**src/rtl/cotm32_pipeline_pkg.sv**
```systemverilog
// Shared types for the cotm32 pipeline control path.
// Next-PC source select and stall/flush sequencer states.
package cotm32_pipeline_pkg;

  typedef enum logic [1:0] {
    PC_SEQ    = 2'd0,
    PC_BRANCH = 2'd1,
    PC_TRAP   = 2'd2
  } pc_sel_t;

  typedef enum logic [1:0] {
    RUN       = 2'd0,
    MEM_WAIT  = 2'd1,
    MDU_WAIT  = 2'd2,
    TRAP_PEND = 2'd3
  } pipe_ctrl_state_t;

endpackage

```
**src/rtl/load_use_detect.sv**
```systemverilog
// Load-use hazard compare: ID sources against EX load destination.
// x0 is never a real dependency.
module load_use_detect #(
  parameter int REG_AW = 5
) (
  input  logic [REG_AW-1:0] i_id_rs1,
  input  logic [REG_AW-1:0] i_id_rs2,
  input  logic              i_id_use_rs1,
  input  logic              i_id_use_rs2,
  input  logic              i_ex_valid,
  input  logic              i_ex_is_load,
  input  logic [REG_AW-1:0] i_ex_rd,
  output logic              o_hazard
);

  logic w_hit1;
  logic w_hit2;
  logic w_rd_nz;

  assign w_hit1  = i_id_use_rs1 & (i_id_rs1 == i_ex_rd);
  assign w_hit2  = i_id_use_rs2 & (i_id_rs2 == i_ex_rd);
  assign w_rd_nz = |i_ex_rd;

  assign o_hazard = i_ex_valid & i_ex_is_load & w_rd_nz
                  & (w_hit1 | w_hit2);

endmodule

```
**src/rtl/pipeline_ctrl.sv**
```systemverilog
// Central stall/flush sequencer for the 5-stage pipeline.
// Handles load-use, redirects, memory/MDU waits and trap entry.
module pipeline_ctrl
  import cotm32_pipeline_pkg::*;
#(
  parameter int REG_AW = 5,
  parameter int CNT_W  = 32
) (
  input  logic              i_clk,
  input  logic              i_rst,
  input  logic [REG_AW-1:0] i_id_rs1,
  input  logic [REG_AW-1:0] i_id_rs2,
  input  logic              i_id_use_rs1,
  input  logic              i_id_use_rs2,
  input  logic              i_ex_valid,
  input  logic              i_ex_is_load,
  input  logic [REG_AW-1:0] i_ex_rd,
  input  logic              i_ex_redirect,
  input  logic              i_ex_mdu_start,
  input  logic              i_mdu_done,
  output logic              o_mdu_kill,
  input  logic              i_mem_req,
  input  logic              i_mem_ack,
  input  logic              i_trap_req,
  output logic              o_trap_ack,
  output logic              o_pc_stall,
  output logic              o_ifid_stall,
  output logic              o_ifid_flush,
  output logic              o_idex_stall,
  output logic              o_idex_flush,
  output logic              o_exmem_stall,
  output logic              o_exmem_flush,
  output logic              o_memwb_flush,
  output pc_sel_t           o_pc_sel,
  output logic [CNT_W-1:0]  o_stall_cnt
);

  pipe_ctrl_state_t r_state;
  pipe_ctrl_state_t w_next;
  logic [CNT_W-1:0] r_stall_cnt;
  logic             w_load_use;
  logic             w_mem_hold;
  logic             w_run_evt;
  logic             w_mem_stall;
  logic             w_mdu_stall;
  logic             w_trap;

  load_use_detect #(
    .REG_AW(REG_AW)
  ) u_lud (
    .i_id_rs1    (i_id_rs1),
    .i_id_rs2    (i_id_rs2),
    .i_id_use_rs1(i_id_use_rs1),
    .i_id_use_rs2(i_id_use_rs2),
    .i_ex_valid  (i_ex_valid),
    .i_ex_is_load(i_ex_is_load),
    .i_ex_rd     (i_ex_rd),
    .o_hazard    (w_load_use)
  );

  assign w_mem_hold = i_mem_req & ~i_mem_ack;

  always_ff @(posedge i_clk or posedge i_rst) begin
    if (i_rst) begin
      r_state     <= RUN;
      r_stall_cnt <= '0;
    end else begin
      r_state <= w_next;
      if (o_pc_stall) begin
        r_stall_cnt <= r_stall_cnt + CNT_W'(1);
      end
    end
  end

  assign o_stall_cnt = r_stall_cnt;

  // State decode picks one response class; outputs are derived below.
  always_comb begin
    w_next      = r_state;
    w_run_evt   = 1'b0;
    w_mem_stall = 1'b0;
    w_mdu_stall = 1'b0;
    w_trap      = 1'b0;
    o_mdu_kill  = 1'b0;
    if (!i_rst) begin
      case (r_state)
        RUN: begin
          if (i_trap_req) begin
            if (w_mem_hold) begin
              w_mem_stall = 1'b1;
              w_next      = TRAP_PEND;
            end else begin
              w_trap = 1'b1;
              w_next = RUN;
            end
          end else if (w_mem_hold) begin
            w_mem_stall = 1'b1;
            w_next      = MEM_WAIT;
          end else begin
            w_run_evt = 1'b1;
          end
        end
        MEM_WAIT: begin
          if (!i_mem_ack) begin
            w_mem_stall = 1'b1;
            w_next = i_trap_req ? TRAP_PEND : MEM_WAIT;
          end else if (i_trap_req) begin
            w_trap = 1'b1;
            w_next = RUN;
          end else begin
            w_run_evt = 1'b1;
            w_next    = RUN;
          end
        end
        MDU_WAIT: begin
          if (i_trap_req) begin
            w_trap     = 1'b1;
            o_mdu_kill = 1'b1;
            w_next     = RUN;
          end else if (i_mdu_done) begin
            w_next = RUN;
          end else begin
            w_mdu_stall = 1'b1;
          end
        end
        TRAP_PEND: begin
          if (i_mem_ack) begin
            w_trap = 1'b1;
            w_next = RUN;
          end else begin
            w_mem_stall = 1'b1;
          end
        end
        default: w_next = RUN;
      endcase
    end
    // The ack cycle of a memory wait advances EX, so it must see redirects.
    if (w_run_evt && i_ex_mdu_start && !i_mdu_done) begin
      w_mdu_stall = 1'b1;
      w_next      = MDU_WAIT;
    end
  end

  logic w_redirect;
  logic w_lu_stall;

  assign w_redirect = w_run_evt & ~w_mdu_stall & i_ex_redirect;
  assign w_lu_stall = w_run_evt & ~w_mdu_stall & ~i_ex_redirect
                    & w_load_use;

  always_comb begin
    o_trap_ack    = w_trap;
    o_pc_stall    = w_mem_stall | w_mdu_stall | w_lu_stall;
    o_ifid_stall  = w_mem_stall | w_mdu_stall | w_lu_stall;
    o_idex_stall  = w_mem_stall | w_mdu_stall;
    o_exmem_stall = w_mem_stall;
    o_ifid_flush  = i_rst | w_trap | w_redirect;
    o_idex_flush  = i_rst | w_trap | w_redirect | w_lu_stall;
    o_exmem_flush = i_rst | w_trap | w_mdu_stall;
    o_memwb_flush = i_rst | w_trap | w_mem_stall;
    o_pc_sel      = PC_SEQ;
    if (w_trap) begin
      o_pc_sel = PC_TRAP;
    end else if (w_redirect) begin
      o_pc_sel = PC_BRANCH;
    end
  end

endmodule

```
**config.mk**
```make
export PLATFORM = sky130hd
export DESIGN_NAME = pipeline_ctrl
export DESIGN_NICKNAME = d
export VERILOG_FILES = /design/src/rtl/cotm32_pipeline_pkg.sv /design/src/rtl/load_use_detect.sv /design/src/rtl/pipeline_ctrl.sv
export SDC_FILE = /design/constraint.sdc
export NUM_CORES = 1
export LEC_CHECK = 0
export BUFFER_PORTS_ARGS = -buffer_cell sky130_fd_sc_hd__buf_2
export CELL_PAD_IN_SITES_DETAIL_PLACEMENT = 1
export CELL_PAD_IN_SITES_GLOBAL_PLACEMENT = 1
export CORE_MARGIN = 3
export CORE_UTILIZATION = 35
export CTS_BUF_LIST = sky130_fd_sc_hd__clkbuf_16
export DETAILED_ROUTE_END_ITERATION = 16
export PLACE_DENSITY = 0.74
export SLEW_MARGIN = 20
export SYNTH_ARGS = -nofsm -noshare
export SYNTH_HDL_FRONTEND = slang
export SYNTH_SLANG_ARGS = --single-unit
export TNS_END_PERCENT = 10
```
**constraint.sdc**
```tcl
create_clock -name i_clk -period 4.1 [get_ports i_clk]
set_input_delay 1.23 -clock i_clk [delete_from_list [all_inputs] [get_ports i_clk]]
set_output_delay 1.23 -clock i_clk [all_outputs]
set_load 0.02 [all_outputs]
```
==> results of run 1 <==
-- layer usage --
layer  vias up  wire [um]
met5         -          0
met4         0         40
met3         4        171
met2        23       2860
met1       882       2260
li1        846          -
-- cell families (layout without fill, tap and decap cells) --
logic type | count (synthesis) | in the layout | synth area share [%]
buf+inv | 18 | 89 | 4.61
xor+xnor | 41 | 41 | 17.4
compound gates | 17 | 17 | 7.10
flops | 34 | 34 | 41.3
fa+ha+maj | 1 | 1 | 0.607
simple gates | 91 | 91 | 28.5
mux | 1 | 1 | 0.546
-- power breakdown --
group          leakage (nW)  internal (mW)  switching [mW]
logic                 0.778          0.125           0.218
clock network        0.0632          0.215           0.125
registers             0.435          0.383          0.0619
-- state kept, by name, indices dropped and copies added, names as in the netlist --
register     cells
o_stall_cnt     32
r_state          2
-- critical path, delay by kind of cell --
| kind | cells | cell delay (ns) |
|---|---|---|
| buffers and inverters | 3 | 0.36 |
| AND/OR/NAND/NOR | 2 | 0.64 |
| AO/OA/AOI/OAI | 2 | 0.40 |
-- cell type report --
| class | count | area, um^2 |
|---|---|---|
| sequential | 34 | 851 |
| clock inverter | 1 | 3.75 |
| inverter | 11 | 41.3 |
| fill | 683 | 3020 |
| multi-input combinational | 151 | 1120 |
| clock buffer | 5 | 125 |
| tap | 72 | 90.1 |
| timing repair buffer | 72 | 365 |
-- worst paths after layout --
| check | to | slack, ns |
|---|---|---|
| max in group asynchronous | o_stall_cnt[2]$_DFFE_PP0P_ | 2.57 |
| min reg2reg | o_stall_cnt[31]$_DFFE_PP0P_ | 0.47 |
| min | o_stall_cnt[31]$_DFFE_PP0P_ | 0.47 |
| max reg2reg | o_stall_cnt[22]$_DFFE_PP0P_ | 1.93 |
| max | o_ifid_stall | 0.25 |
| min in group asynchronous | r_state[0]$_DFFE_PP0P_ | 0.93 |
-- per-stage QoR --
stage	std cells	utilization [%]	total power [mW]	setup WS (ns)
2_1_floorplan	203	-	0.677	0.215
3_3_place_gp	340	43.9	0.790	0.268
4_1_cts	346	46.2	1.14	0.237
3_5_place_dp	340	43.9	0.797	0.244
6_report	346	46.2	1.13	0.252
5_1_grt	346	46.2	1.20	0.149
-- Yosys cell counts, types with 2 or more instances --
| master | count | share of area [%] |
|---|---|---|
| nand2_1 | 15 | 2.7 |
| xor2_1 | 21 | 8.9 |
| and3_1 | 2 | 0.61 |
| a21oi_1 | 2 | 0.49 |
| inv_1 | 11 | 2.0 |
| nor4_2 | 6 | 3.6 |
| nand2b_1 | 4 | 1.2 |
| nor4b_2 | 3 | 2.2 |
| or4_1 | 2 | 0.73 |
| nor2_1 | 14 | 2.5 |
| or2b_1 | 2 | 0.73 |
| nand3_1 | 11 | 2.7 |
| nand4_1 | 5 | 1.5 |
| xnor2_1 | 20 | 8.5 |
| a21o_1 | 2 | 0.73 |
| and4_1 | 2 | 0.85 |
| dfrtp_1 | 34 | 41 |
| nor3_1 | 13 | 3.2 |
| nor2b_1 | 2 | 0.61 |
| buf_4 | 3 | 1.1 |
| o21ai_0 | 2 | 0.49 |
| buf_6 | 2 | 1.1 |
==> results_dict.tcl, run 1 <==
set metrics [dict create \
    clockRootBuffer "clkbuf_16" \
    synth_edf_count 0 \
    hold_violations 0 \
    drt_first_pass_iters 4 \
    path_cells "buf_2 -> or4_1 -> o2111ai_2 -> nor2_2 -> a21oi_4 -> inv_1 -> buf_2" \
    core_region_area_um2 5610 \
    top_usage_layer "met2" \
    syn_area_per_cell_um2 10.2 \
    drc 0 \
    layout_commonest_cell "buf_2" \
    numCtsBuffers 5 \
    grt_usage_pct 16.4 \
    syn-num-nets 231 \
    crit_slowest_cell "or4_1" \
    drive_above_1_share_pct 36.1 \
    use_met2_pct 30.5 \
    drtAntennaViolNets 0 \
    io_pins 71 \
    max_freq_mhz 260 \
    die_h_um 82.8 \
    met3_usage_pct 3.36 \
    overflow 0 \
    synthArstFlopShare_pct 100 \
    endpoint_kind "output pin" \
    synth.distinct_cells 47 \
    cts_resized 0 \
    cap_viol_max_count 0 \
    seq_area_frac_synth_pct 41.3 \
    vias_per_cell 5.07 \
    htree_levels 2 \
    hp-start "o_stall_cnt[31]$_DFFE_PP0P_" \
    ctsHoldBuffers 0 \
    cts_max_path_buffers 2 \
    ys_ff_latch 34 \
    grt_pass1_vias 1856 \
    cts_tree "built" \
    layout.nets 303 \
    status "finished, final reports clean" \
    drv_slew 0 \
    finalCritPeriodShare_pct 93.8 \
    placed_cell_area_um2 2460 \
    antenna_found_initial 0 \
    drt-initial-drc-count 63 \
    skew_ns 0.00421 \
    postCtsSetupBuffers 0 \
    slew_headroom_pct 50.0 \
    syn_to_final_growth_pct 25.7 \
    drt_wl_total_um 5330 \
    num_vias 1755 \
    dpl.hpwl_um 4030 \
    synth_ff_type "dfrtp_1" \
    mostFrequentLayoutCells "buf_2 (70), dfrtp_1 (34), xor2_1 (21)" \
    insertedDiodeCount 0 \
    tightest_slew_ns 0.748 \
    p_per_area_nw_per_um2 436 \
    hold_path_depth 1 \
    syn_inst 203 \
    synth_warnings 0 \
    num_rows 27 \
    clock_latency_ns 0.27 \
    cp-startpoint "i_ex_rd[1]" \
    clk_pin_slew_ns 0.05 \
    gp_congestion 0.828 \
    grt_first_pass_wirelength_um 8710 \
    start_kind "input pin" \
    leakagePower_nw 1.28 \
    clock_sinks 34 \
    r2r-start "r_state[1]$_DFFE_PP0P_" \
    start_util_pct 36.8 \
    fin_hold_ws_ns 0.475 \
    cp_max_fo 3 \
    cpPeakStageDelay_ns 0.55 \
    die_area_um2 6850 \
    crit_required_ns 2.87 \
    period_needed_ns 3.85 \
    critPathKind "input pin to output pin" \
    worst_path_most_repeated_cell "buf_2" \
    r2r_cells 6 \
    arrival_ns 2.62 \
    finalSetupTns_ns 0 \
    hold_path_class "flop to flop" \
    rsz0062_at_grt "no" \
    chipWidth_um 82.8 \
    met1_usage_pct 19.5 \
    setup_viol 0 \
    port_buffers 70 \
    peakVddDrop_mv 0.195 \
    wl_per_cell_um 15.4 \
    synth_area_um2 2060 \
    fin_area_um2 2590 \
    grt_max_degree 33 \
]
No activity file was read; power rests on OpenSTA's default activity.
==> run 2, diff against run 1 <==
Settings changed: CORE_ASPECT_RATIO set to 0.9.
==> run 2 against run 1 <==
Against the previous run:
- first-iteration DRC count fell by 48%
- non-clock buffer count did not move
- global-route usage rose by 0.34 points
- clock skew barely moved
- via count rose by 1.3%
- clock-buffer cell count did not move
- fmax rose by 0.35%
- cell count fell by 1.2%
- total power barely moved
- critical path depth did not move
- largest power group unchanged
- critical endpoint is now o_pc_stall
- sequential cell count did not move
- die area barely moved
==> results_dict.tcl, run 2 (same netlist as run 1, synthesis figures left out) <==
set metrics [dict create \
    status "finished, final reports clean" \
    mostFrequentLayoutCells "buf_2 (70), dfrtp_1 (34), xor2_1 (21)" \
    postLayoutCoreUtil_pct 47.3 \
    fin_hold_ws_ns 0.458 \
    critPathKind "input pin to output pin" \
    antenna_found_initial 0 \
    power.switching_mw 0.404 \
    leakagePower_nw 1.29 \
    worst_slack_ns 0.266 \
    drc 0 \
    clockRootBuffer "clkbuf_16" \
    seqPwrFrac_pct 39.3 \
    rsz0062_at_grt "no" \
    hold_path_class "flop to flop" \
    cts_resized 0 \
    p_per_area_nw_per_um2 436 \
    combPwrFrac_pct 30.5 \
    clock_latency_ns 0.27 \
    layout_commonest_cell "buf_2" \
    insertedDiodeCount 0 \
    drtAntennaViolNets 0 \
    overflow 0 \
    vias_per_cell 5.20 \
    largest_reg_flops 32 \
    ctsHoldBuffers 0 \
    dp_cells 335 \
    layout.filler_cells 652 \
    port_buffers 70 \
    htree_levels 2 \
    period_needed_ns 3.83 \
    num_rows 25 \
    syn_to_final_growth_pct 25.6 \
    setup_viol 0 \
    finalSetupTns_ns 0 \
    cts_max_path_buffers 2 \
    layout.nets 303 \
    cts_tree "built" \
    grt_usage_pct 16.7 \
    core_region_area_um2 5470 \
    cp_max_fo 3 \
    drt_wl_total_um 5320 \
    dpl.hpwl_um 4080 \
    drive_above_1_share_pct 36.0 \
    postCtsSetupBuffers 0 \
    wl_per_cell_um 15.6 \
    start_kind "input pin" \
    max_freq_mhz 261 \
    fin_area_um2 2590 \
    gp_congestion 0.857 \
    slew_headroom_pct 47.0 \
    io_pins 71 \
    swShare_pct 35.8 \
    stdcell_count 342 \
    grt_pass1_vias 1853 \
    grt_max_degree 35 \
    die_area_um2 6850 \
    place_ws_ns 0.246 \
    die_h_um 78.8 \
    drt-initial-drc-count 33 \
    crit_required_ns 2.87 \
    grt_first_pass_wirelength_um 9200 \
    arrival_ns 2.60 \
    chipWidth_um 86.9 \
    start_util_pct 37.7 \
    clock_sinks 34 \
    power.internal_mw 0.725 \
    drt_first_pass_iters 4 \
    placed_cell_area_um2 2460 \
    drv_slew 0 \
    cap_viol_max_count 0 \
    p_clk_share_pct 30.3 \
    numCtsBuffers 5 \
    endpoint_kind "output pin" \
    clk_pin_slew_ns 0.05 \
    skew_ns 0.00437 \
    finalCritPeriodShare_pct 93.5 \
    num_vias 1778 \
    peakVddDrop_mv 0.262 \
    p_total_mw 1.13 \
    hold_violations 0 \
    tightest_slew_ns 0.793 \
]
-- run 2: cell count changes in the layout (fill, tap and decap cells not counted) --
| cell | previous run | this run |
|---|---|---|
| clkinv_1 | 1 | 0 |
| inv_1 | 11 | 13 |
-- run 2: layout make-up --
| type | count | area (um^2) | share of cell area [%] |
|---|---|---|---|
| Multi-Input combinational cell | 151 | 1120 | 43.1 |
| Sequential cell | 34 | 851 | 32.9 |
| Timing Repair Buffer | 72 | 365 | 14.1 |
| Clock buffer | 5 | 125 | 4.83 |
| Tap cell | 67 | 83.8 | 3.24 |
| Inverter | 11 | 41.3 | 1.59 |
| Clock inverter | 2 | 7.51 | 0.290 |
-- run 2: path summary, 6_finish.rpt --
path                                              from                          end  slack [ns]  cells after the start
max reg2reg                     r_state[1]$_DFFE_PP0P_  o_stall_cnt[22]$_DFFE_PP0P_        1.90                      6
min reg2reg                o_stall_cnt[31]$_DFFE_PP0P_  o_stall_cnt[31]$_DFFE_PP0P_        0.46                      1
min                        o_stall_cnt[31]$_DFFE_PP0P_  o_stall_cnt[31]$_DFFE_PP0P_        0.46                      1
min in group asynchronous                        i_rst  o_stall_cnt[12]$_DFFE_PP0P_        1.17                      3
max                                         i_ex_rd[1]                   o_pc_stall        0.27                      7
max in group asynchronous                        i_rst  o_stall_cnt[17]$_DFFE_PP0P_        2.62                      3
-- run 2: per-layer routing --
metal / wire (um) / track usage (%)
met1: 2370 / 21.5
met2: 2700 / 28.2
met3: 195 / 3.53
met4: 53 / 4.83
met5: 0 / 0
-- run 2: power by group through the flow --
stage          registers [mW]  logic [mW]  clock network [mW]
6_report                0.443       0.344               0.342
2_1_floorplan           0.484       0.193                   0
3_3_place_gp            0.447       0.340                   0
5_1_grt                 0.453       0.384               0.368
4_1_cts                 0.444       0.351               0.353
3_5_place_dp            0.450       0.348                   0
-- run 2: critical path, cell delays in order --
cell,delay (ns)
buf_2,0.12
or4_1,0.55
o2111ai_2,0.24
nor2_2,0.08
a21oi_4,0.14
inv_1,0.07
buf_2,0.16
